[src/rtl/ls_mem_ctrl_pkg.sv]
// Shared defines, types and helpers for the LS memory controller.
// The optional stack scratchpad is enabled with LS_STACK_EN (see ls_mem_ctrl).
`ifndef LS_MEM_DEFS
`define LS_MEM_DEFS
`define WORD_T logic [31:0]
`define ADDR_T logic [31:0]
`define BYTE_T logic [7:0]
`define READ_SIGNAL 1'b0
`define WRITE_SIGNAL 1'b1
`ifndef STK
`define STK 12
`endif
`define NULL_PTR 32'h0000_0000
`endif

package ls_mem_ctrl_pkg;
  typedef `WORD_T word_t;
  typedef `ADDR_T addr_t;
  typedef `BYTE_T byte_t;

  localparam logic  OP_READ  = `READ_SIGNAL;
  localparam logic  OP_WRITE = `WRITE_SIGNAL;
  localparam int    STK_W    = `STK;
  localparam addr_t NULL_PTR = `NULL_PTR;

  // Queue entry carries the already-normalised byte count rather than the raw size.
  typedef struct packed {
    logic       oper;
    addr_t      addr;
    logic [2:0] n;
    word_t      data;
  } ls_req_t;

  typedef enum logic [1:0] {S_IDLE, S_RD, S_FIN, S_WR} ls_state_e;

  function automatic logic [2:0] req_bytes(input logic [2:0] sz);
    case (sz)
      3'd0, 3'd1: return 3'd1;
      3'd2:       return 3'd2;
      default:    return 3'd4;
    endcase
  endfunction
endpackage

[src/rtl/ls_req_fifo.sv]
// Parameterised request FIFO: push/pop with occupancy count and registered head pointer.
module ls_req_fifo
  import ls_mem_ctrl_pkg::*;
#(
  parameter int WIDTH = 8,
  parameter int DEPTH = 16,
  localparam int AW = (DEPTH > 1) ? $clog2(DEPTH) : 1,
  localparam int CW = $clog2(DEPTH + 1)
) (
  input  logic             clk,
  input  logic             rst,
  input  logic             en_i,
  input  logic             push_i,
  input  logic             pop_i,
  input  logic [WIDTH-1:0] din_i,
  output logic [WIDTH-1:0] head_o,
  output logic [CW-1:0]    count_o,
  output logic             empty_o
);
  logic [WIDTH-1:0] mem_q [DEPTH];
  logic [AW-1:0]    wr_q, rd_q;
  logic [CW-1:0]    cnt_q, cnt_d;
  logic             do_push, do_pop;

  function automatic logic [AW-1:0] inc(input logic [AW-1:0] p);
    return (p == AW'(DEPTH - 1)) ? '0 : p + AW'(1);
  endfunction

  // Push while full is dropped; pop while empty is ignored.
  assign do_push = en_i & push_i & (cnt_q != CW'(DEPTH));
  assign do_pop  = en_i & pop_i & (cnt_q != '0);
  assign cnt_d   = cnt_q + CW'(do_push) - CW'(do_pop);

  always_ff @(posedge clk or posedge rst) begin
    if (rst) begin
      wr_q  <= '0;
      rd_q  <= '0;
      cnt_q <= '0;
    end else begin
      if (do_push) wr_q <= inc(wr_q);
      if (do_pop)  rd_q <= inc(rd_q);
      cnt_q <= cnt_d;
    end
  end

  always_ff @(posedge clk) begin
    if (do_push) mem_q[wr_q] <= din_i;
  end

  assign head_o  = mem_q[rd_q];
  assign count_o = cnt_q;
  assign empty_o = (cnt_q == '0);
endmodule

[src/rtl/ls_mem_ctrl.sv]
// LS memory-side responder: queued in-order byte-serial RAM access with read completion pulse.
// Define LS_STACK_EN to serve stack-region accesses from an unqueued internal scratchpad.
module ls_mem_ctrl
  import ls_mem_ctrl_pkg::*;
#(
  parameter int QUEUE_SIZE = 16,
  parameter int STK_BYTES  = 2**STK_W
) (
  input  logic        clk,
  input  logic        rst,
  input  logic        rdy,
  input  logic        en_ls,
  input  logic        ls_oper,
  input  logic [31:0] ls_addr,
  input  logic [7:0]  ls_size,
  input  logic [31:0] ls_data,
  output logic [31:0] qsize,
  output logic        finish,
  output logic [31:0] ls_data_out,
  output logic [31:0] stk_data_out,
  input  logic [7:0]  mem_din,
  output logic [7:0]  mem_dout,
  output logic [31:0] mem_a,
  output logic        mem_wr
);
  localparam int CW = $clog2(QUEUE_SIZE + 1);

  ls_state_e  state_q, state_d;
  addr_t      addr_q, addr_d;
  word_t      data_q, data_d, dout_q, dout_d;
  logic [2:0] n_q, n_d, k_q, k_d;
  logic       fin_q, fin_d;

  ls_req_t    push_req, head;
  logic [CW-1:0] count;
  logic       empty, push, pop, stack_hit;
  logic       unused_size;

  assign unused_size = ^ls_size[7:3];
  assign push_req    = '{oper: ls_oper, addr: ls_addr, n: req_bytes(ls_size[2:0]), data: ls_data};
  assign push        = en_ls & ~stack_hit;

  ls_req_fifo #(.WIDTH($bits(ls_req_t)), .DEPTH(QUEUE_SIZE)) u_fifo (
    .clk     (clk),
    .rst     (rst),
    .en_i    (rdy),
    .push_i  (push),
    .pop_i   (pop),
    .din_i   (push_req),
    .head_o  (head),
    .count_o (count),
    .empty_o (empty)
  );

  always_comb begin
    state_d  = state_q;
    addr_d   = addr_q;
    data_d   = data_q;
    n_d      = n_q;
    k_d      = k_q;
    fin_d    = 1'b0;
    dout_d   = dout_q;
    pop      = 1'b0;
    mem_a    = NULL_PTR;
    mem_wr   = 1'b0;
    mem_dout = '0;
    case (state_q)
      S_IDLE: begin
        if (!empty) begin
          pop     = 1'b1;
          addr_d  = head.addr;
          n_d     = head.n;
          k_d     = '0;
          data_d  = (head.oper == OP_WRITE) ? head.data : '0;
          state_d = (head.oper == OP_WRITE) ? S_WR : S_RD;
        end
      end
      S_RD: begin
        // mem_din lags mem_a by one cycle, so capture starts at k=1 and ends at k=n.
        if (k_q < n_q) mem_a = addr_q + 32'(k_q);
        if (k_q != '0) data_d = {data_q[23:0], mem_din};
        if (k_q == n_q) begin
          state_d = S_FIN;
          fin_d   = 1'b1;
          dout_d  = {data_q[23:0], mem_din};
        end else begin
          k_d = k_q + 3'd1;
        end
      end
      S_FIN: state_d = S_IDLE;
      S_WR: begin
        mem_a    = addr_q + 32'(k_q);
        mem_wr   = 1'b1;
        mem_dout = data_q[{k_q[1:0], 3'b000} +: 8];
        if (k_q == n_q - 3'd1) state_d = S_IDLE;
        else                   k_d = k_q + 3'd1;
      end
      default: state_d = S_IDLE;
    endcase
  end

  always_ff @(posedge clk or posedge rst) begin
    if (rst) begin
      state_q <= S_IDLE;
      addr_q  <= '0;
      data_q  <= '0;
      n_q     <= '0;
      k_q     <= '0;
      fin_q   <= 1'b0;
      dout_q  <= '0;
    end else if (rdy) begin
      state_q <= state_d;
      addr_q  <= addr_d;
      data_q  <= data_d;
      n_q     <= n_d;
      k_q     <= k_d;
      fin_q   <= fin_d;
      dout_q  <= dout_d;
    end
  end

  assign qsize       = 32'(count);
  assign finish      = fin_q;
  assign ls_data_out = dout_q;

`ifdef LS_STACK_EN
  localparam int SW = $clog2(STK_BYTES);

  logic [7:0]    stk_mem [STK_BYTES];
  logic [SW-1:0] stk_a_q;
  logic [2:0]    stk_n_q;

  assign stack_hit = &ls_addr[16:SW];

  // Scratchpad is deliberately not reset; indices wrap within the region.
  always_ff @(posedge clk) begin
    if (rdy && en_ls && stack_hit && ls_oper == OP_WRITE)
      for (int i = 0; i < 4; i++)
        if (3'(i) < push_req.n) stk_mem[ls_addr[SW-1:0] + SW'(i)] <= ls_data[8*i +: 8];
  end

  always_ff @(posedge clk or posedge rst) begin
    if (rst) begin
      stk_a_q <= '0;
      stk_n_q <= 3'd1;
    end else if (rdy && en_ls && stack_hit && ls_oper == OP_READ) begin
      stk_a_q <= ls_addr[SW-1:0];
      stk_n_q <= push_req.n;
    end
  end

  always_comb begin
    stk_data_out = '0;
    for (int i = 0; i < 4; i++)
      if (3'(i) < stk_n_q) stk_data_out = {stk_data_out[23:0], stk_mem[stk_a_q + SW'(i)]};
  end
`else
  assign stack_hit    = 1'b0;
  assign stk_data_out = '0;
`endif
endmodule

[config.mk]
export PLATFORM = sky130hd
export DESIGN_NAME = ls_mem_ctrl
export DESIGN_NICKNAME = d
export VERILOG_FILES = /design/src/rtl/ls_mem_ctrl_pkg.sv /design/src/rtl/ls_req_fifo.sv /design/src/rtl/ls_mem_ctrl.sv
export SDC_FILE = /design/constraint.sdc
export NUM_CORES = 1
export LEC_CHECK = 0
export ABC_CLOCK_PERIOD_IN_PS = 7560
export BUFFER_PORTS_ARGS = -buffer_cell sky130_fd_sc_hd__clkbuf_2
export CORE_MARGIN = 2
export CORE_UTILIZATION = 34
export DETAILED_ROUTE_END_ITERATION = 10
export PLACE_DENSITY = 0.48
export REMOVE_ABC_BUFFERS = 1
export SYNTH_ARGS = -nofsm -noshare
export SYNTH_HDL_FRONTEND = slang
export SYNTH_SLANG_ARGS = --single-unit
[constraint.sdc]
create_clock -name clk -period 7.56 [get_ports clk]
set_clock_uncertainty 0.1 [all_clocks]
set_input_delay 0.378 -clock clk [delete_from_list [all_inputs] [get_ports clk]]
set_output_delay 0.378 -clock clk [all_outputs]
set_load 0.03 [all_outputs]
# Word level (Yosys, flattened, before mapping)
# Memories as Yosys holds them, arrays and structs flattened.
# Index checks and enable logic that the tools add are counted.
[classes] addsub=7 order_cmp=1 eq_ne=16 n_shift=1 n_mux=26 bitwise=5 n_reduce_logical=13
[ops] operator="$mux 32" n=4
[ops] operator="$pmux 32 s2" n=2
[ops] operator="$add 32x3->32" n=1
[ops] operator="$shiftx 32x6->8" n=1
[ops] operator="$ne 2x2->1 const B" n=6
[ops] operator="$mux 3" n=3
[ops] operator="$pmux 3 s3" n=1
[ops] operator="$add 4x1->4 const B" n=2
[ops] operator="$eq 4x4->1 const B" n=2
[ops] operator="$mux 2" n=4
[ops] operator="$mux 4" n=2
[ops] operator="$mux 8" n=1
[ops] operator="$pmux 2 s4" n=1
[ops] operator="$reduce_and 4->1" n=2
[ops] operator="$mux 1" n=7
[ops] operator="$eq 3x3->1" n=2
[ops] operator="$pmux 3 s2" n=1
[ops] operator="$reduce_and 3->1" n=2
[ops] operator="$reduce_bool 3->1" n=2
[ops] operator="$add 5x1->5" n=1
[ops] operator="$logic_not 5->1" n=1
[ops] operator="$ne 5x5->1 const B" n=1
[ops] operator="$reduce_and 5->1" n=1
[ops] operator="$reduce_bool 5->1" n=1
[ops] operator="14 further kinds" n=18
[word_totals] ff_bits=118 ramBits=1088 input_bits=85 out_inout_bits=138 wordCells=80 mem_count=1
[memory_table] memory="u_fifo.mem_q" words=16 width=68 rd=1 rd_clocked_by_memory_dff=0 wr=1 line="ls_req_fifo.sv:20" text="logic [WIDTH-1:0] mem_q [DEPTH];"

# Depth between registers and ports, before layout
[logic_depth] depth_word=6 ltp_mapped=16 ltp_nobuf=14

# By module
# A second synthesis with hierarchy kept.
[unflattened] hier_cells=2665 hier_area_um2=48238.8
[by_module_without_submodules] mod="ls_req_fifo" instances=1 cells_each=2055 area_per_inst_um2=42203.0 seq_area_each_um2=32996.6
[by_module_without_submodules] mod="ls_mem_ctrl" instances=1 cells_each=610 area_per_inst_um2=6035.8 seq_area_each_um2=2627.5

# Least setup slack after synthesis
# Ideal clock, no wire load.
[synth_path] path_kind="reg2reg" startpoint="register u_fifo.cnt_q[2], in the netlist u_fifo.count_o[2]" endpoint="memory u_fifo.mem_q[1][0] (netlist bit) (enable)" setup_ps=578 arrival_time_ps=6110 required_ps=6882 slack_ps=772 stages_incl_launch_ff=7 n_path_buf=1 period_less_slack_ps=6788 path_cell_list="dfrtp_1 -> inv_1 -> ha_1 -> a41oi_1 -> clkbuf_1 -> nand2_1 -> nor3_1"
[synth_between] elab_chain_len=4
[synth_rtl] element="start: declaration" line="ls_req_fifo.sv:22" text="logic [CW-1:0] cnt_q, cnt_d;"
[synth_rtl] element="start signal: assignment" line="ls_req_fifo.sv:42" text="cnt_q <= cnt_d;"
[synth_rtl] element="$ne 5x5->1" line="ls_req_fifo.sv:30" text="assign do_push = en_i & push_i & (cnt_q != CW'(DEPTH));"
[synth_rtl] element="$and 1x1->1" line="ls_req_fifo.sv:30"
[synth_rtl] element="named net u_fifo.do_push" line="ls_req_fifo.sv:23" text="logic do_push, do_pop;"
[synth_rtl] element="$mux 1" line="ls_req_fifo.sv:47" text="if (do_push) mem_q[wr_q] <= din_i;"
[synth_rtl] element="$mux 1 (not written as such)" line="ls_req_fifo.sv:47"
[synth_rtl] element="end: declaration" line="ls_req_fifo.sv:20"
# The timed path passes the listed nets, and every way through them passes these cells.

# Final worst setup path
[layout_path] startpoint="register k_q[0]" endpoint="output mem_a[19]"
[layout_between] elab_chain_len=3 word_cells_on_any_way=4 classes_between="1 x add/sub; 1 x order compare; 2 x mux"
[layout_rtl] element="start: declaration" line="ls_mem_ctrl.sv:31" text="logic [2:0] n_q, n_d, k_q, k_d;"
[layout_rtl] element="start signal: assignment" line="ls_mem_ctrl.sv:116" text="k_q <= k_d;"
[layout_rtl] element="$add 32x3->32 / $lt 3x3->1 (equally long branches)" line="ls_mem_ctrl.sv:80, ls_mem_ctrl.sv:92"
[layout_rtl] element="$mux 32" line="ls_mem_ctrl.sv:80" text="if (k_q < n_q) mem_a = addr_q + 32'(k_q);"
[layout_rtl] element="$pmux 32 s2 *" line="ls_mem_ctrl.sv:67" text="case (state_q)"
[layout_rtl] element="end: declaration" line="ls_mem_ctrl.sv:23" text="output logic [31:0] mem_a,"
# Mark *: on every way between the ends. The rest lies on a longest branch, timed or not.

==> out/metrics.cfg <==
[cts]
path_clk_slew_ns = 0.06
cts_max_path_buffers = 3
cts_inserted_buffers = 133
cts_tree = done
cts_num_sinks = 1206
cts_max_level = 4
clkLatencyLatePin_ns = 0.74
cts_root_buf = clkbuf_16
cts_resized = 0

[power]
p_leak_nw = 18.2
p_sw_mw = 6.76
p_per_area_mw_per_mm2 = 379
comb_power_share_pct = 29.7
p_int_mw = 14.3
power.clock.fraction_pct = 29.9
seqPwrFrac_pct = 40.4
ir_worst_vdd_mv = 0.345
power_switching_share_pct = 32.1

[floorplan]
start_util_pct = 34.2
die_area_sq_mm = 0.143
ios = 223
core_area_sq_mm = 0.139
rows = 137
die_y_microns = 378
die_w_microns = 378

[global_routing]
overflow = 0
grt_use_total_pct = 17.0
grt_pass1_wl_microns = 174000
grt_pass1_vias = 24600
grt_max_degree = 147
antenna_found_initial = 11

[drt]
dr_wl_met3_microns = 6860
drc = 0
via_per_inst = 5.15
routedWlPerCell_microns = 26.5
drtPass1Iterations = 5
wl_microns = 121000
drt_iter0_markers = 2019
wl_met2_microns = 57600
dr.max_layer_used = met5
num_vias = 23600
met1_length_microns = 53800
ant_nets = 0

[critical_path]
r2r_cells = 6
endpoint_kind = output pin
cpPeakStageDelay_ns = 0.94
cp_common_cell = a21oi_1
arrival_ns = 3.98
cp_top_family = simple AND/OR/NAND/NOR gates
cp_max_fo = 11
worst_setup_path_start_kind = flip-flop
path_depth = 7
path_buf_inv = 1
cp_slowest_cell = dfrtp_1
crit_required_ns = 7.08
path_cells = ha_1 > a21o_1 > a21oi_1 > or4_1 > or3_1 > a21oi_1 > clkbuf_2
critPathKind = reg2out

[placement]
place.gp.congestion = 0.763
dp_cells = 4252
place_hpwl_microns = 63300
dp_slack_ns = 3.85
port_buffers = 158

[synthesis]
yosysTopAreaCell = edfxtp_1
ys_seq_area_share_pct = 74.8
syn_inst = 2300
yosysTopAreaCellShare_pct = 68.6
synth_edf_count = 1088
synth_warnings = 0
ys_types = 59
synth.avg_cell_area_sq_um = 20.7
synth_area_leaders = edfxtp_1 (69%), mux4_2 (15%), dfrtp_1 (6.2%), mux2_2 (1.5%), buf_4 (1.2%)
synth_area_sq_mm = 0.0476
synth_seq_cells = 1206
ys.flop_type = edfxtp_1
synth-async-reset-ratio_pct = 9.78

[timing]
fin_crit_sh_pct = 59.0
tightest_slew_ns = 1.14
layout_min_cycle_time_ns = 4.46
setup_viol = 0
slew_headroom_pct = 24.2
fin_ws_ns = 3.10
rsz0062_at_grt = false
final_hold_viol_count = 0
drv_slew = 0
max_freq_mhz = 224

[flow_run]
max_cap_viol_count = 0

[cells_and_area]
areaGrowthSynthToFinish_pct = 16.8
fillerInstances = 12500
stdcell_count = 4570
nets = 2695
utilization_pct = 39.9
drive_gt1_share_pct = 29.6

[min_path]
hp-class = in2reg
hold_path_depth = 2

[outcome]
outcome = complete, no violations

[final cells by class]
cell class                      count  area, sq um  share of cell area (%)
Sequential cell                  1206        35600                    64.1
Antenna cell                        4         10.0                  0.0180
Tap cell                         1876         2350                    4.22
Clock inverter                     49          477                   0.857
Clock buffer                      188         3750                    6.75
Inverter                           26          103                   0.184
Multi-Input combinational cell    937        11300                    20.3
Timing Repair Buffer              284         2040                    3.67
[cells in the mapped netlist (all sizes together) (25+ instances only)]
cell type	number
edfxtp	1088
mux4	311
buf	118
dfrtp	118
nand2	95
nor2	72
clkbuf	71
a22oi	65
mux2	62
a31oi	32
o211ai	32
inv	25
[final timing paths]
kind	end	startpoint	slack, ns
worst min register to register	finish$_DFFE_PP0P_	finish$_DFFE_PP0P_	0.39
worst min-delay path	u_fifo.mem_q[15][32]$_DFFE_PP_	ls_size[1]	0.09
max in group asynchronous	u_fifo.rd_q[2]$_DFFE_PP0P_	rst	5.87
min in group asynchronous	ls_data_out[3]$_DFFE_PP0P_	rst	0.20
worst max-delay path	mem_a[19]	k_q[0]$_DFFE_PP0P_	3.10
worst max register to register	data_q[14]$_DFFE_PP0P_	u_fifo.rd_q[1]$_DFFE_PP0P_	3.95
[power by group through the flow]
stage          Sequential [mW]  Combinational, mW  Clock, mW
6_report                  8.51               6.25       6.30
5_1_grt                   8.60               6.74       6.72
4_1_cts                   8.52               6.40       6.47
3_5_place_dp              8.65               6.34          0
3_3_place_gp              8.62               6.28          0
2_1_floorplan             9.02               4.43          0
[worst register-to-register path, delay by kind of cell, from the launching register on]
| family | cells | cell delay, ns |
|---|---|---|
| flip-flops | 1 | 1.11 |
| buffers and inverters | 1 | 1.00 |
| AO/OA/AOI/OAI | 3 | 0.54 |
| multiplexers | 1 | 0.53 |
| AND/OR/NAND/NOR | 1 | 0.19 |
[metrics by stage]
stage / hold slack [ns] / power (mW) / instance area, sq um / TNS (ns)
after floorplan: 0.377 / 13.4 / 46800 / -372.66
after global placement: 0.377 / 14.9 / 50600 / 0
after detailed placement: 0.380 / 15.0 / 50600 / 0
after CTS: 0.0332 / 21.4 / 55600 / 0
after global routing: 0.0862 / 22.1 / 55600 / 0
final: 0.0873 / 21.1 / 55600 / 0
[cells by family (layout without fill, tap and decap cells)]
kind of cell | count (synthesis) | in the layout | share of synthesized area (%)
buffers and inverters | 215 | 547 | 2.37
AOI/OAI and AO/OA | 182 | 182 | 2.68
xor gates and xnor gates | 27 | 27 | 0.528
DFF | 1206 | 1206 | 74.8
muxes | 385 | 385 | 16.4
and+or+nand+nor | 262 | 262 | 2.58
other | 1 | 63 | 0.00787
adders and majority gates | 22 | 22 | 0.609
[timing repair]
action | 4_1_cts | 5_1_grt
hold buffers | 77 | 0
hold endpoints to repair | 1142 | 0
buffers inserted | 0 | 0
[metal layers]
metal	vias up	global-route usage, %
met5	-	0
met3	180	3.79
met2	669	26.9
met4	12	5.00
li1	9974	-
met1	12700	23.6
[layout by cell type, fill, tap and decap left out, types with 22 or more instances in the layout]
cell type and instances:
a22oi_1 65, a31oi_1 32, buf_4 40, clkbuf_1 41, clkbuf_16 140, clkbuf_2 158, conb_1 59, dfrtp_1 113
dlygate4sd3_1 77, edfxtp_1 1088, inv_1 24, mux2_2 62, mux4_2 311, nand2_1 95, nand3_1 22, nor2_1 59
o211ai_1 32
[flip-flops by register name (all words and copies together), names as in the netlist]
name,cells
u_fifo.wr_q,4
state_q,2
k_q,3
finish,1
addr_q,32
n_q,3
u_fifo.mem_q,1088
ls_data_out,32
u_fifo.count_o,5
u_fifo.rd_q,4
data_q,32
No activity file was read; power rests on OpenSTA's default activity.
